===== src/rtl/matrix_ascii_printer.sv =====
// Walks a row-major byte matrix, converts each element via the shared bin->ASCII unit and streams "ddd" fields with SP/CRLF to UART TX.
// Per element: READ + RD_WAIT + CVT_REQ + converter latency + 4/5 TX beats; TX holds tx_data stable until tx_ready, converter waits on cvt_busy.
module matrix_ascii_printer #(
  parameter int                ADDR_W         = 5,
  parameter int                DIM_W          = 3,
  parameter logic [ADDR_W-1:0] BASE_ADDR      = '0,
  parameter bit                SUPPRESS_ZEROS = 1'b1
) (
  input  logic              clk,
  input  logic              rstN,
  input  logic              start,
  input  logic              abort,
  input  logic [DIM_W-1:0]  rows,
  input  logic [DIM_W-1:0]  cols,
  output logic              busy,
  output logic              done,
  output logic              rd_en,
  output logic [ADDR_W-1:0] rd_addr,
  input  logic [7:0]        rd_data,
  output logic              cvt_start,
  output logic [7:0]        cvt_bin,
  input  logic [23:0]       cvt_ascii,
  input  logic              cvt_done,
  input  logic              cvt_busy,
  output logic              tx_valid,
  output logic [7:0]        tx_data,
  input  logic              tx_ready
);

  typedef enum logic [3:0] {
    IDLE, READ, RD_WAIT, CVT_REQ, CVT_WAIT,
    SEND_H, SEND_T, SEND_O, SEND_SP, SEND_CR, SEND_LF, FINISH
  } state_t;

  localparam logic [7:0] CH_SP   = 8'h20;
  localparam logic [7:0] CH_ZERO = 8'h30;
  localparam logic [7:0] CH_CR   = 8'h0D;
  localparam logic [7:0] CH_LF   = 8'h0A;

  state_t            state, nextState;
  logic [ADDR_W-1:0] addr;
  logic [DIM_W-1:0]  rowCnt, colCnt, rowsQ, colsQ;
  logic [7:0]        cvtBinQ;
  logic [7:0]        digH, digT, digO;
  logic [7:0]        txChar;
  logic              lastCol, lastRow;
  logic              hZero, tZero;

  assign lastCol = (colCnt == colsQ - DIM_W'(1));
  assign lastRow = (rowCnt == rowsQ - DIM_W'(1));
  assign hZero   = (cvt_ascii[23:16] == CH_ZERO);
  assign tZero   = (cvt_ascii[15:8] == CH_ZERO);

  always_ff @(posedge clk or negedge rstN) begin
    if (!rstN) begin
      state <= IDLE;
    end else begin
      state <= nextState;
    end
  end

  always_comb begin
    nextState = state;
    rd_en     = 1'b0;
    cvt_start = 1'b0;
    tx_valid  = 1'b0;
    txChar    = 8'h00;
    unique case (state)
      IDLE: begin
        if (start) begin
          nextState = (rows == '0 || cols == '0) ? FINISH : READ;
        end
      end
      READ: begin
        rd_en     = 1'b1;
        nextState = RD_WAIT;
      end
      RD_WAIT: nextState = CVT_REQ;
      CVT_REQ: begin
        if (!cvt_busy) begin
          cvt_start = 1'b1;
          nextState = CVT_WAIT;
        end
      end
      CVT_WAIT: begin
        if (cvt_done) nextState = SEND_H;
      end
      SEND_H: begin
        tx_valid = 1'b1;
        txChar   = digH;
        if (tx_ready) nextState = SEND_T;
      end
      SEND_T: begin
        tx_valid = 1'b1;
        txChar   = digT;
        if (tx_ready) nextState = SEND_O;
      end
      SEND_O: begin
        tx_valid = 1'b1;
        txChar   = digO;
        if (tx_ready) nextState = lastCol ? SEND_CR : SEND_SP;
      end
      SEND_SP: begin
        tx_valid = 1'b1;
        txChar   = CH_SP;
        if (tx_ready) nextState = READ;
      end
      SEND_CR: begin
        tx_valid = 1'b1;
        txChar   = CH_CR;
        if (tx_ready) nextState = SEND_LF;
      end
      SEND_LF: begin
        tx_valid = 1'b1;
        txChar   = CH_LF;
        if (tx_ready) nextState = lastRow ? FINISH : READ;
      end
      FINISH: nextState = IDLE;
      default: nextState = IDLE;
    endcase
    if (abort) nextState = IDLE;
  end

  // Datapath updates are suppressed on abort so a stale start cannot relatch the operands.
  always_ff @(posedge clk or negedge rstN) begin
    if (!rstN) begin
      addr    <= '0;
      rowCnt  <= '0;
      colCnt  <= '0;
      rowsQ   <= '0;
      colsQ   <= '0;
      cvtBinQ <= '0;
      digH    <= '0;
      digT    <= '0;
      digO    <= '0;
    end else if (!abort) begin
      unique case (state)
        IDLE: begin
          if (start) begin
            rowsQ  <= rows;
            colsQ  <= cols;
            addr   <= BASE_ADDR;
            rowCnt <= '0;
            colCnt <= '0;
          end
        end
        RD_WAIT: cvtBinQ <= rd_data;
        CVT_WAIT: begin
          if (cvt_done) begin
            digH <= (SUPPRESS_ZEROS && hZero) ? CH_SP : cvt_ascii[23:16];
            digT <= (SUPPRESS_ZEROS && hZero && tZero) ? CH_SP : cvt_ascii[15:8];
            digO <= cvt_ascii[7:0];
          end
        end
        SEND_SP: begin
          if (tx_ready) begin
            colCnt <= colCnt + DIM_W'(1);
            addr   <= addr + ADDR_W'(1);
          end
        end
        SEND_LF: begin
          if (tx_ready) begin
            colCnt <= '0;
            rowCnt <= rowCnt + DIM_W'(1);
            addr   <= addr + ADDR_W'(1);
          end
        end
        default: ;
      endcase
    end
  end

  assign busy    = (state != IDLE);
  assign done    = (state == FINISH);
  assign rd_addr = addr;
  assign cvt_bin = cvtBinQ;
  assign tx_data = txChar;

endmodule


===== config.mk =====
export PLATFORM = sky130hd
export DESIGN_NAME = matrix_ascii_printer
export DESIGN_NICKNAME = d
export VERILOG_FILES = /design/src/rtl/matrix_ascii_printer.sv
export SDC_FILE = /design/constraint.sdc
export NUM_CORES = 1
export LEC_CHECK = 0
export ABC_CLOCK_PERIOD_IN_PS = 1750
export CORE_UTILIZATION = 45
export CTS_BUF_LIST = sky130_fd_sc_hd__clkbuf_4 sky130_fd_sc_hd__clkbuf_8 sky130_fd_sc_hd__clkbuf_16
export CTS_CLUSTER_DIAMETER = 60
export DETAILED_ROUTE_END_ITERATION = 12
export PLACE_DENSITY = 0.79
export SYNTH_ARGS = -nofsm -noshare
export SYNTH_HDL_FRONTEND = slang
export SYNTH_SLANG_ARGS = --single-unit

===== constraint.sdc =====
create_clock -name clk -period 1.75 [get_ports clk]
set_input_delay 0.175 -clock clk [delete_from_list [all_inputs] [get_ports clk]]
set_output_delay 0.175 -clock clk [all_outputs]
set_load 0.01 [all_outputs]

Yosys cells after proc, flatten, opt, wreduce, memory -nomap -nowiden
Cells that the tools add are included.

cells by class
  add/subtract/negate cells = 5
  eq/ne operators = 28
  mux-type cells = 30
  bitwise operators = 1
  reduce and logical (&&, ||, !) cells = 18

operators with widths
  kind                 count
  $mux 4               12
  $pmux 8 s6           1
  $pmux 4 s11          1
  $ne 3x3->1 const B   9
  $eq 4x3->1 const B   4
  $eq 4x4->1 const B   4
  $eq 8x6->1 const B   2
  $mux 8               2
  $mux 3               4
  $mux 5               2
  $pmux 5 s2           1
  $pmux 3 s3           1
  $reduce_and 9->1     1
  $eq 4x2->1 const B   2
  $reduce_and 4->1     2
  $add 3x1->3 const B  2
  $eq 3x3->1           2
  $logic_not 3->1      2
  $ne 2x2->1 const B   3
  $pmux 3 s2           1
  $reduce_and 3->1     2
  $reduce_or 6->1      1
  $sub 3x1->3 const B  2
  $add 5x1->5 const B  1
  other kinds (13)     18

word-level totals
  flip-flop bits (word level) = 53
  input port bits = 45
  output and inout bits = 26
  logic and storage cells = 92

Longest topological paths before layout
Gate-level depths: netlist (run 1).

  depth in word-level cells = 6
  mapped depth = 7
  gate-level depth less buffers = 6

Least setup slack after synthesis (run 1)
OpenSTA, ideal clock, no wires.

  kind = reg-to-reg
  start = register state[1]
  end = register addr[0], in the netlist rd_addr[0]
  library setup time = 118 ps
  data arrival time = 1629 ps
  required time = 1632 ps
  path slack = 3 ps
  cell stages (with the launch flop) = 7
  path buffers = 2
  period minus slack after synthesis = 1747 ps
  cell sequence = dfrtp_1 -> buf_6 -> or4_4 -> o221ai_4 -> buf_6 -> nor4_2 -> a21o_1

on the way
  cells in the longest elaborated chain, start to end = 4
  elaborated cells on any way between the ends = 9
  classes of those cells = eq/ne (4); mux (1); reduce/logical (4)

ends and longest elaborated chain
  what                                                                     line  source
  from (decl)                                                              40    state_t state, nextState;
  from (signal assigned)                                                   58    state <= nextState;
  $eq 4x4->1                                                               137   unique case (state)
  $reduce_or 2->1 (no source line)                                         --
  $ne 2x1->1 (no source line) / $reduce_bool 2->1 (equally long branches)  --
  $reduce_and 4->1 (no source line)                                        --
  to (signal assigned)                                                     158   addr <= addr + ADDR_W'(1);
  to (signal assigned)                                                     165   addr <= addr + ADDR_W'(1);
  to (decl)                                                                41    logic [ADDR_W-1:0] addr;

Parallel ways exist; a longest one is shown, timed or not.
A chain may end at the register's enable or synchronous reset.

Worst setup path after layout (run 1)
  start = register state[3]
  end = register state[1]

on the way
  cells in the longest elaborated chain, start to end = 3
  elaborated cells on any way between the ends = 23
  classes of those cells = eq/ne (19); mux (2); reduce/logical (2)

ends and longest elaborated chain
  what                                                                line  source
  $eq 4x3->1 (tied with other cells)                                  68    unique case (state)
  $ne 3x3->1 (no source line) / $pmux 4 s11 (equally long branches)   --
  $reduce_and 9->1 (no source line) / $mux 4 (equally long branches)  --

Parallel ways exist; a longest one is shown, timed or not.

==> out/results.tsv, run 1 <==
stage	metric	value	unit
floorplanning	die area	6680	sq um
layout	final net count	429	
floorplanning	Core Region	6030	sq um
worst_setup_path	Worst path most repeated cell	buf_6	
route	Via Count	2556	
timing	hold_ws	0.373	ns
floorplanning	Starting Density	47.4	%
timing	number of hold violations in the final report	0	
timing	final setup fails	18	
outcome	failing checks	negative setup slack	
timing	pin slew with the least headroom to its limit	0.429	ns
logic_synthesis	post-synthesis compound-gate area fraction	13.2	%
logic_synthesis	syn nets	310	
logic_synthesis	Synth Area in XOR/XNOR	2.98	%
route	Iter 0 DRT Violations	175	
placed_design	HPWL Detailed	5250	um
route	vias per inst	5.62	
route	Routed WL per cell	16.3	um
worst_setup_path	critical path type	reg -> reg	
worst_setup_path	data required time of the worst path	1.94	ns
power	leakage power	1.90	nW
layout	area grow syn2layout	49.7	%
placed_design	placer congestion estimate	0.851	
worst_setup_path	crit-path max FO	4	
clocking	latest clock arrival within the worst-skew pair	0.31	ns
logic_synthesis	mux contribution to synthesized area	15.3	%
floorplanning	Die W	81.7	um
route	DR DRC count	0	
global_route	initial antenna violation count	0	
logic_synthesis	number of flops mapped to enable cells by yosys	0	
route	drt total wl	7420	um
timing	part of the cycle the worst path needs	108	%
layout	fin util	71.0	%
clocking	CTS tree	yes	
logic_synthesis	Distinct cells, synth	54	
power	worst vdd ir	0.787	mV
clocking	TritonCTS Buffers	5	
timing	Setup TNS	-1.26	ns
logic_synthesis	simple-gate share of the synthesized area	15.7	%
timing	Layout Skew	0.00712	ns
timing	RSZ-0062 raised after global routing	yes	
worst_setup_path	CP Launch Type	flip-flop	
run	Max-cap violations	0	
worst_setup_path	Setup crit end kind	flip-flop	
logic_synthesis	Mapped Cells	260	
floorplanning	row count	28	
global_route	Overflow after GRT	0	
worst_setup_path	Bufs and invs on worst path	3	
timing	max_slew headroom	71.1	%
placed_design	PortBufs	70	
placed_design	DP Worst Slack	-0.155	ns
power	PD cells	1300	nW/um^2
layout	Sequential Area	1330	sq um
logic_synthesis	Most used DFF post-synth	dfrtp_1	
outcome	outcome	complete, but fails checks	
clocking	Sink Count	53	
clocking	Clock Path Buffers	2	
layout	# diodes	0	
logic_synthesis	Synth Register Bits	53	
min_path	type of the worst min-delay path	in -> async	
logic_synthesis	syn avg cell area	11.0	sq um
worst_setup_path	CP cell instances	buf_6, or4_4, buf_6, buf_6, o22ai_2, a2111o_1, o22ai_1	
floorplanning	Ports	71	
timing	crit path time final	1.89	ns
clocking	CTS H-tree lvls	2	
layout	share of cells above drive strength 1	40.3	%
worst_setup_path	CP top delay family	simple AND/OR/NAND/NOR gates	
logic_synthesis	sequential-to-total area share from yosys stat	46.4	%
timing	max-slew violations	0	
layout	multi-input logic area	1560	sq um
global_route	largest net degree at the start of global routing	54	
logic_synthesis	yosys warns	0	
floorplanning	Die Y	81.7	um
global_route	total track usage	24.5	%
timing	post-route setup slack	-0.136	ns
clocking	clock root buffer	clkbuf_8	
route	Post-DRT Antenna Nets	0	
logic_synthesis	Async SR Flop Fraction	100	%
logic_synthesis	mapped cell area	2860	sq um
worst_setup_path	Crit path largest cell delay	0.51	ns
timing	FMAX	0.530	GHz
layout	Fillers	430	
clocking	Clock transition at path regs	0.11	ns
worst_setup_path	Critical-path top delay cell	or4_4	
global_route	first-pass GRT wire length	12300	um
route	first drt pass iteration count	4	
worst_setup_path	Critical Path AT	2.08	ns
logic_synthesis	largest family of logic cells by synthesized area	simple AND/OR/NAND/NOR gates	
logic_synthesis	post-synthesis adder-cell area fraction	2.19	%
global_route	vias in the first global route	2590	
[worst reg2reg max path, cell delays in order (launching register included)]
cell and delay, ns:
dfrtp_1 0.41, buf_6 0.13, or4_4 0.51, buf_6 0.14, buf_6 0.11, o22ai_2 0.13, a2111o_1 0.22, o22ai_1 0.11
[synth_stat cells (all sizes together), types with 3 or more instances]
cell type	count	share of area, %
a21oi	12	2.2
a22oi	5	1.3
buf	11	2.5
clkbuf	4	0.57
dfrtp	53	46
ha	5	2.2
inv	9	1.2
mux2	38	15
nand2	18	2.4
nand2b	5	1.1
nand3	6	1.1
nor2	14	1.8
nor2b	3	0.66
nor3	5	1.3
nor4	6	2.1
o21ai	20	3.6
o22ai	4	0.88
or3	4	0.88
or4	3	0.92
xnor2	5	1.5
[cell families (layout without fill, tap and decap cells)]
family          Yosys count  in the layout
flops                    53             53
buf+inv                  24            144
mux                      39             39
simple gates             75             75
xor+xnor                  8              8
compound gates           56             56
fa+ha+maj                 5              5
[cells in the final DEF, fill, tap and decap left out, types with 11 or more instances in the layout]
cell type | netlist | routed
mux2_2 | 38 | 35
nand2_1 | 18 | 17
buf_2 | 7 | 11
nor2_1 | 14 | 11
clkdlybuf4s50_1 | 0 | 56
dfrtp_1 | 53 | 51
buf_6 | 2 | 19
buf_4 | 2 | 36
[metrics by stage]
stage	instances	total power, mW	instance area, sq um
final	455	5.56	4280
after global routing	455	5.89	4280
after CTS	455	5.46	4200
after detailed placement	434	4.40	3920
after global placement	434	4.31	3920
after floorplan	260	3.34	2860
[worst paths after layout]
path	slack [ns]	depth (start not counted)	startpoint	endpoint
setup / recovery	-0.14	7	state[3]	state[1]
hold / removal	0.37	3	rstN	digO[4]
setup reg to reg	-0.14	7	state[3]	state[1]
hold reg to reg	0.51	2	digT[4]	digT[4]
max in group asynchronous	1.12	3	rstN	state[0]
min in group clk	0.43	3	cols[1]	colsQ[1]
[flip-flops by register name, indices dropped and copies added, names as in the netlist]
register and cells:
cvt_bin 8, rd_addr 5, colsQ 3, digO 8, colCnt 3, state 4, digH 8, rowsQ 3
digT 8, rowCnt 3
[final cells by class]
class                      count  area share (%)
clock buffer                   5            1.61
clock inverter                 3           0.614
inverter                       9           0.789
multi-input combinational    183            36.5
sequential                    53            31.1
tap                           75            2.19
timing repair buffer         127            27.3
[report_power, final]
part | switching (mW) | internal (mW) | leakage, nW
clock network | 0.444 | 0.293 | 0.0487
logic | 1.22 | 1.62 | 1.15
registers | 0.298 | 1.69 | 0.702
[what timing repair did]
item | CTS | global route
gates cloned | 1 | 0
hold buffers | 1 | 0
buffers inserted | 12 | 2
pin swaps | 16 | 18
resized for setup | 94 | 24
endpoints found under the setup margin | 23 | 34
hold endpoints to repair | 53 | 0
[per-layer routing]
| layer | vias to the layer above | routed length [um] | GRT usage [%] |
|---|---|---|---|
| met5 | - | 0 | 0 |
| met3 | 6 | 464 | 5.33 |
| met1 | 1267 | 3160 | 32.5 |
| met2 | 96 | 3720 | 39.8 |
| met4 | 0 | 85 | 8.07 |
| li1 | 1187 | - | - |
Note: power is estimated with default switching activity, not from simulation.
==> inputs of run 2 (changes only) <==
==> config.mk (replaced) <==
export PLATFORM = sky130hd
export DESIGN_NAME = matrix_ascii_printer
export DESIGN_NICKNAME = d
export VERILOG_FILES = /design/src/rtl/matrix_ascii_printer.sv
export SDC_FILE = /design/constraint.sdc
export NUM_CORES = 1
export LEC_CHECK = 0
export ABC_CLOCK_PERIOD_IN_PS = 1700
export CORE_UTILIZATION = 57
export CTS_BUF_LIST = sky130_fd_sc_hd__clkbuf_4 sky130_fd_sc_hd__clkbuf_8 sky130_fd_sc_hd__clkbuf_16
export CTS_CLUSTER_DIAMETER = 60
export DETAILED_ROUTE_END_ITERATION = 12
export DONT_BUFFER_PORTS = 1
export PLACE_DENSITY = 0.77
export SYNTH_ARGS = -nofsm -noshare
export SYNTH_HDL_FRONTEND = slang
export SYNTH_SLANG_ARGS = --single-unit
==> constraint.sdc (replaced) <==
create_clock -name clk -period 1.7 [get_ports clk]
set_input_delay 0.17 -clock clk [delete_from_list [all_inputs] [get_ports clk]]
set_output_delay 0.17 -clock clk [all_outputs]
set_load 0.01 [all_outputs]
==> out/results.tsv, run 2 (same netlist as run 1, synthesis figures left out) <==
stage	metric	value	unit
outcome	outcome	complete, but fails checks	
outcome	failing checks	negative setup slack	
layout	final net count	396	
route	Post-DRT Antenna Nets	0	
worst_setup_path	Crit path largest cell delay	0.41	ns
power	worst vdd ir	1.06	mV
min_path	Hold Crit Depth	1	
layout	# diodes	0	
layout	leading cell types in the layout, fill and taps excluded	53 x dfrtp_1, 36 x dlygate4sd3_1, 33 x buf_4	
run	Max-cap violations	0	
timing	RSZ-0062 raised after global routing	yes	
min_path	type of the worst min-delay path	in -> reg	
clocking	Clock Path Buffers	2	
clocking	Clock transition at path regs	0.10	ns
timing	max_slew headroom	74.1	%
timing	part of the cycle the worst path needs	111	%
global_route	Overflow after GRT	0	
global_route	vias in the first global route	2306	
worst_setup_path	Critical-path top delay cell	dfrtp_1	
worst_setup_path	Worst R2R Path Depth	6	
worst_setup_path	CP cell instances	buf_6, buf_8, mux2_4, a22oi_2, o21ai_1, buf_4	
clocking	TritonCTS Buffers	5	
placed_design	HPWL Detailed	4530	um
worst_setup_path	RR Startpoint	state[3]	
global_route	first-pass GRT wire length	11300	um
worst_setup_path	Worst Setup EP	tx_data[2]	
floorplanning	row count	25	
power	leakage power	1.84	nW
floorplanning	die area	5300	sq um
worst_setup_path	Critical Path AT	1.71	ns
layout	commonest non-fill, non-tap cell in the layout	dfrtp_1	
timing	pin slew with the least headroom to its limit	0.389	ns
route	Iter 0 DRT Violations	185	
worst_setup_path	setup slack, reg-to-reg	-0.13	ns
worst_setup_path	critical path type	reg -> out	
floorplanning	Die W	72.8	um
worst_setup_path	Setup crit end kind	output pin	
placed_design	placer congestion estimate	0.846	
route	vias per inst	6.24	
timing	max-slew violations	0	
floorplanning	Starting Density	59.7	%
timing	number of hold violations in the final report	0	
worst_setup_path	endpoint of the worst register-to-register path	state[0]	
global_route	total track usage	28.2	%
layout	share of cells above drive strength 1	44.7	%
layout	area grow syn2layout	45.7	%
worst_setup_path	crit path launch	state[0]	
timing	crit path time final	1.88	ns
route	DR DRC count	0	
floorplanning	Die Y	72.8	um
worst_setup_path	crit-path max FO	6	
clocking	latest clock arrival within the worst-skew pair	0.31	ns
global_route	largest net degree at the start of global routing	54	
floorplanning	Ports	71	
placed_design	PortBufs	0	
timing	Layout Skew	0.00618	ns
clocking	clock root buffer	clkbuf_8	
route	Routed WL per cell	21.9	um
power	PD cells	1470	nW/um^2
min_path	Hold Path Origin	cvt_ascii[0]	
clocking	CTS H-tree lvls	2	
timing	FMAX	0.532	GHz
global_route	initial antenna violation count	0	
clocking	Sink Count	53	
timing	hold_ws	0.00980	ns
timing	post-route setup slack	-0.179	ns
clocking	CTS tree	yes	
timing	final setup fails	57	
route	Via Count	2584	
layout	fin util	87.1	%
route	drt total wl	9070	um
floorplanning	Core Region	4790	sq um
route	first drt pass iteration count	4	
worst_setup_path	data required time of the worst path	1.53	ns
worst_setup_path	CP Launch Type	flip-flop	
run 2: cell types whose count changed in the layout (fill, tap and decap cells not counted), moves of 4 or more:
cell and delta:
mux2_2 -6, o21ai_2 +5, mux2_4 +6, clkdlybuf4s50_1 -56, buf_2 -10, nand2_2 +6
dlygate4sd3_1 +35, nand2_1 -6, o21ai_0 -4
run 2: power breakdown:
group          switching [mW]  internal (mW)
Sequential              0.380           1.74
Clock                   0.443          0.593
Combinational            1.40           1.55
run 2: layout make-up:
cell class                 instances  area [sq um]
timing repair buffer              93           905
clock buffer                       5          68.8
sequential                        53          1330
fill                             211           619
clock inverter                     3          68.8
inverter                           9          33.8
tap                               67          83.8
multi-input combinational        184          1680
run 2: metal layers:
metal	GRT usage, %	part of all wire (%)	wire length [um]	vias to the layer above
met1	36.7	39	3510	1292
met2	46.0	51	4640	135
li1	-	-	-	1126
met3	7.73	7.0	634	31
met5	0	0	0	-
met4	9.15	3.2	291	0
run 2: how the worst min path moves through the flow:
| stage | to | slack (ns) |
|---|---|---|
| final | digO[0] | 0.01 |
| after global routing | digH[2] | -0.0007 |
| after CTS | digT[5] | 0.000007 |
| after detailed placement | rowsQ[1] | -0.12 |
| after global placement | rowsQ[1] | -0.12 |
| after floorplan | colCnt[0] | -0.13 |
run 2: worst max-delay path: cells and delay by family (launching register included):
family	cells	cell delay, ns
AOI/OAI and AO/OA	2	0.26
buffers and inverters	3	0.43
DFF	1	0.41
muxes	1	0.30
run 2: through the flow:
step	instances	worst slack, ns	setup TNS [ns]	total power, mW	cell area (sq um)
2_1_floorplan	260	-0.0474	-0.0626	3.43	2860
3_3_place_gp	347	-0.0809	-0.322	3.92	3130
3_5_place_dp	347	-0.126	-0.620	4.02	3130
4_1_cts	380	-0.124	-1.52	5.48	3640
5_1_grt	414	-0.216	-6.48	6.38	4170
6_report	414	-0.179	-3.36	6.10	4170
run 2: repair_timing:
item,4_1_cts,5_1_grt
resized for setup,38,58
gates cloned,2,1
pin swaps,16,18
setup buffers,12,10
endpoints found under the setup margin,27,61
hold buffers,11,26
endpoints found under the hold margin,63,26
==> inputs of run 3 (changes only) <==
--- a/config.mk
+++ b/config.mk
@@ -6,12 +6,11 @@
 export NUM_CORES = 1
 export LEC_CHECK = 0
 export ABC_CLOCK_PERIOD_IN_PS = 1700
-export CORE_UTILIZATION = 57
+export CORE_UTILIZATION = 45
 export CTS_BUF_LIST = sky130_fd_sc_hd__clkbuf_4 sky130_fd_sc_hd__clkbuf_8 sky130_fd_sc_hd__clkbuf_16
 export CTS_CLUSTER_DIAMETER = 60
 export DETAILED_ROUTE_END_ITERATION = 12
-export DONT_BUFFER_PORTS = 1
-export PLACE_DENSITY = 0.77
+export PLACE_DENSITY = 0.79
 export SYNTH_ARGS = -nofsm -noshare
 export SYNTH_HDL_FRONTEND = slang
 export SYNTH_SLANG_ARGS = --single-unit
==> out/results.tsv, run 3 (same netlist as run 1, synthesis figures left out) <==
stage	metric	value	unit
timing	max-slew violations	0	
power	Sw Share	35.7	%
timing	crit path time final	1.97	ns
floorplanning	Die W	81.7	um
worst_setup_path	data required time of the worst path	1.53	ns
placed_design	HPWL Detailed	5130	um
global_route	total track usage	25.1	%
route	first drt pass iteration count	5	
clocking	latest clock arrival within the worst-skew pair	0.31	ns
route	vias per inst	5.83	
clocking	clock root buffer	clkbuf_8	
clocking	Clock Path Buffers	2	
route	Post-DRT Antenna Nets	0	
timing	part of the cycle the worst path needs	116	%
worst_setup_path	critical path type	reg -> out	
floorplanning	Core Region	6030	sq um
layout	# diodes	0	
route	DR DRC count	0	
worst_setup_path	CP cell instances	buf_4, nor2b_1, buf_4, buf_6, a21oi_1, o21ai_1, o2bb2ai_1, buf_2	
worst_setup_path	RR Startpoint	state[3]	
clocking	Sink Count	53	
layout	leading cell types in the layout, fill and taps excluded	56 x clkdlybuf4s50_1, 51 x dfrtp_1, 36 x buf_4	
placed_design	placer congestion estimate	0.856	
floorplanning	Die Y	81.7	um
power	total power draw	6.24	mW
timing	RSZ-0062 raised after global routing	yes	
clocking	CTS H-tree lvls	2	
timing	final setup fails	54	
floorplanning	Starting Density	47.4	%
power	P_int	4.01	mW
run	Max-cap violations	0	
global_route	initial antenna violation count	0	
power	PD cells	1380	nW/um^2
global_route	largest net degree at the start of global routing	54	
outcome	outcome	complete, but fails checks	
placed_design	DP Worst Slack	-0.199	ns
min_path	type of the worst min-delay path	in -> async	
outcome	failing checks	negative setup slack	
route	drt total wl	8680	um
clocking	TritonCTS Buffers	5	
timing	post-route setup slack	-0.270	ns
worst_setup_path	Critical-path top delay cell	dfrtp_1	
timing	FMAX	0.508	GHz
power	Sw Pwr	2.23	mW
worst_setup_path	CP Launch Type	flip-flop	
layout	share of cells above drive strength 1	45.2	%
power	leakage power	2.03	nW
power	Clk pwr share	11.3	%
worst_setup_path	Worst path most repeated cell	buf_4	
placed_design	PortBufs	70	
worst_setup_path	Setup crit end kind	output pin	
timing	number of hold violations in the final report	0	
route	Via Count	2733	
floorplanning	row count	28	
timing	Setup TNS	-5.76	ns
floorplanning	Ports	71	
worst_setup_path	crit path launch	state[3]	
power	Logic pwr share	55.4	%
global_route	Overflow after GRT	0	
power	Seq pwr share	33.3	%
worst_setup_path	Critical Path AT	1.80	ns
floorplanning	die area	6680	sq um
layout	final net count	443	
worst_setup_path	crit-path max FO	5	
global_route	first-pass GRT wire length	12600	um
layout	area grow syn2layout	58.1	%
layout	commonest non-fill, non-tap cell in the layout	clkdlybuf4s50_1	
power	worst vdd ir	0.846	mV
route	Routed WL per cell	18.5	um
timing	Layout Skew	0.0107	ns
timing	max_slew headroom	74.1	%
clocking	CTS tree	yes	
route	Iter 0 DRT Violations	237	
worst_setup_path	Crit path largest cell delay	0.43	ns
global_route	vias in the first global route	2636	
timing	pin slew with the least headroom to its limit	0.385	ns
clocking	Clock transition at path regs	0.10	ns
-- run 3: final cells by class --
class	instances	area, sq um
Multi-Input combinational cell	184	1650
Fill cell	388	1510
Sequential cell	53	1330
Timing Repair Buffer	140	1330
Tap cell	75	93.8
Clock buffer	5	68.8
Inverter	9	33.8
Clock inverter	3	17.5
-- run 3: power by group through the flow --
| stage | clock, mW | combinational [mW] | sequential, mW |
|---|---|---|---|
| floorplan | 0 | 1.44 | 2.00 |
| finish | 0.707 | 3.46 | 2.08 |
| detailed placement | 0 | 2.46 | 2.06 |
| CTS | 0.721 | 2.99 | 2.05 |
| global placement | 0 | 2.40 | 2.03 |
| global route | 0.793 | 3.67 | 2.13 |
-- run 3: final timing paths --
path                                    to  slack (ns)  depth (start not counted)
worst max-delay path            tx_data[3]       -0.27                          8
worst min-delay path               digT[4]        0.36                          3
worst max register to register    state[2]       -0.26                          7
worst min register to register     digT[4]        0.49                          2
max in group asynchronous         state[0]        1.07                          3
min in group clk                  rowsQ[0]        0.43                          3
-- run 3: per-stage QoR --
stage                     hold slack, ns  instances  utilization (%)  cell area, sq um
after floorplan                   -0.126        260                -              2860
after global placement             0.182        434             65.0              3920
final                              0.364        469             75.0              4520
after global routing               0.391        469             75.0              4520
after detailed placement           0.188        434             65.0              3920
after CTS                          0.386        456             71.2              4290
-- run 3: worst max-delay path: cells and delay by family, from the launching register on --
kind,cells,cell delay (ns)
buffers and inverters,4,0.60
AOI/OAI and AO/OA,3,0.36
and+or+nand+nor,1,0.10
DFF,1,0.43
-- run 3: what timing repair did --
| item | 4_1_cts | 5_1_grt |
|---|---|---|
| resized for setup | 121 | 31 |
| cloned | 1 | 3 |
| hold buffers | 1 | 0 |
| setup buffers | 15 | 13 |
| pin swaps | 19 | 15 |
| endpoints found under the hold margin | 53 | 0 |
| endpoints found under the setup margin | 38 | 63 |
-- run 3: metal layers --
metal  track usage, %  wire length (um)  up-vias
met3             4.33               510       31
met1             33.1              3730     1347
met4             11.8               306        0
li1                 -                 -     1217
met5                0                 0        -
met2             40.1              4130      138
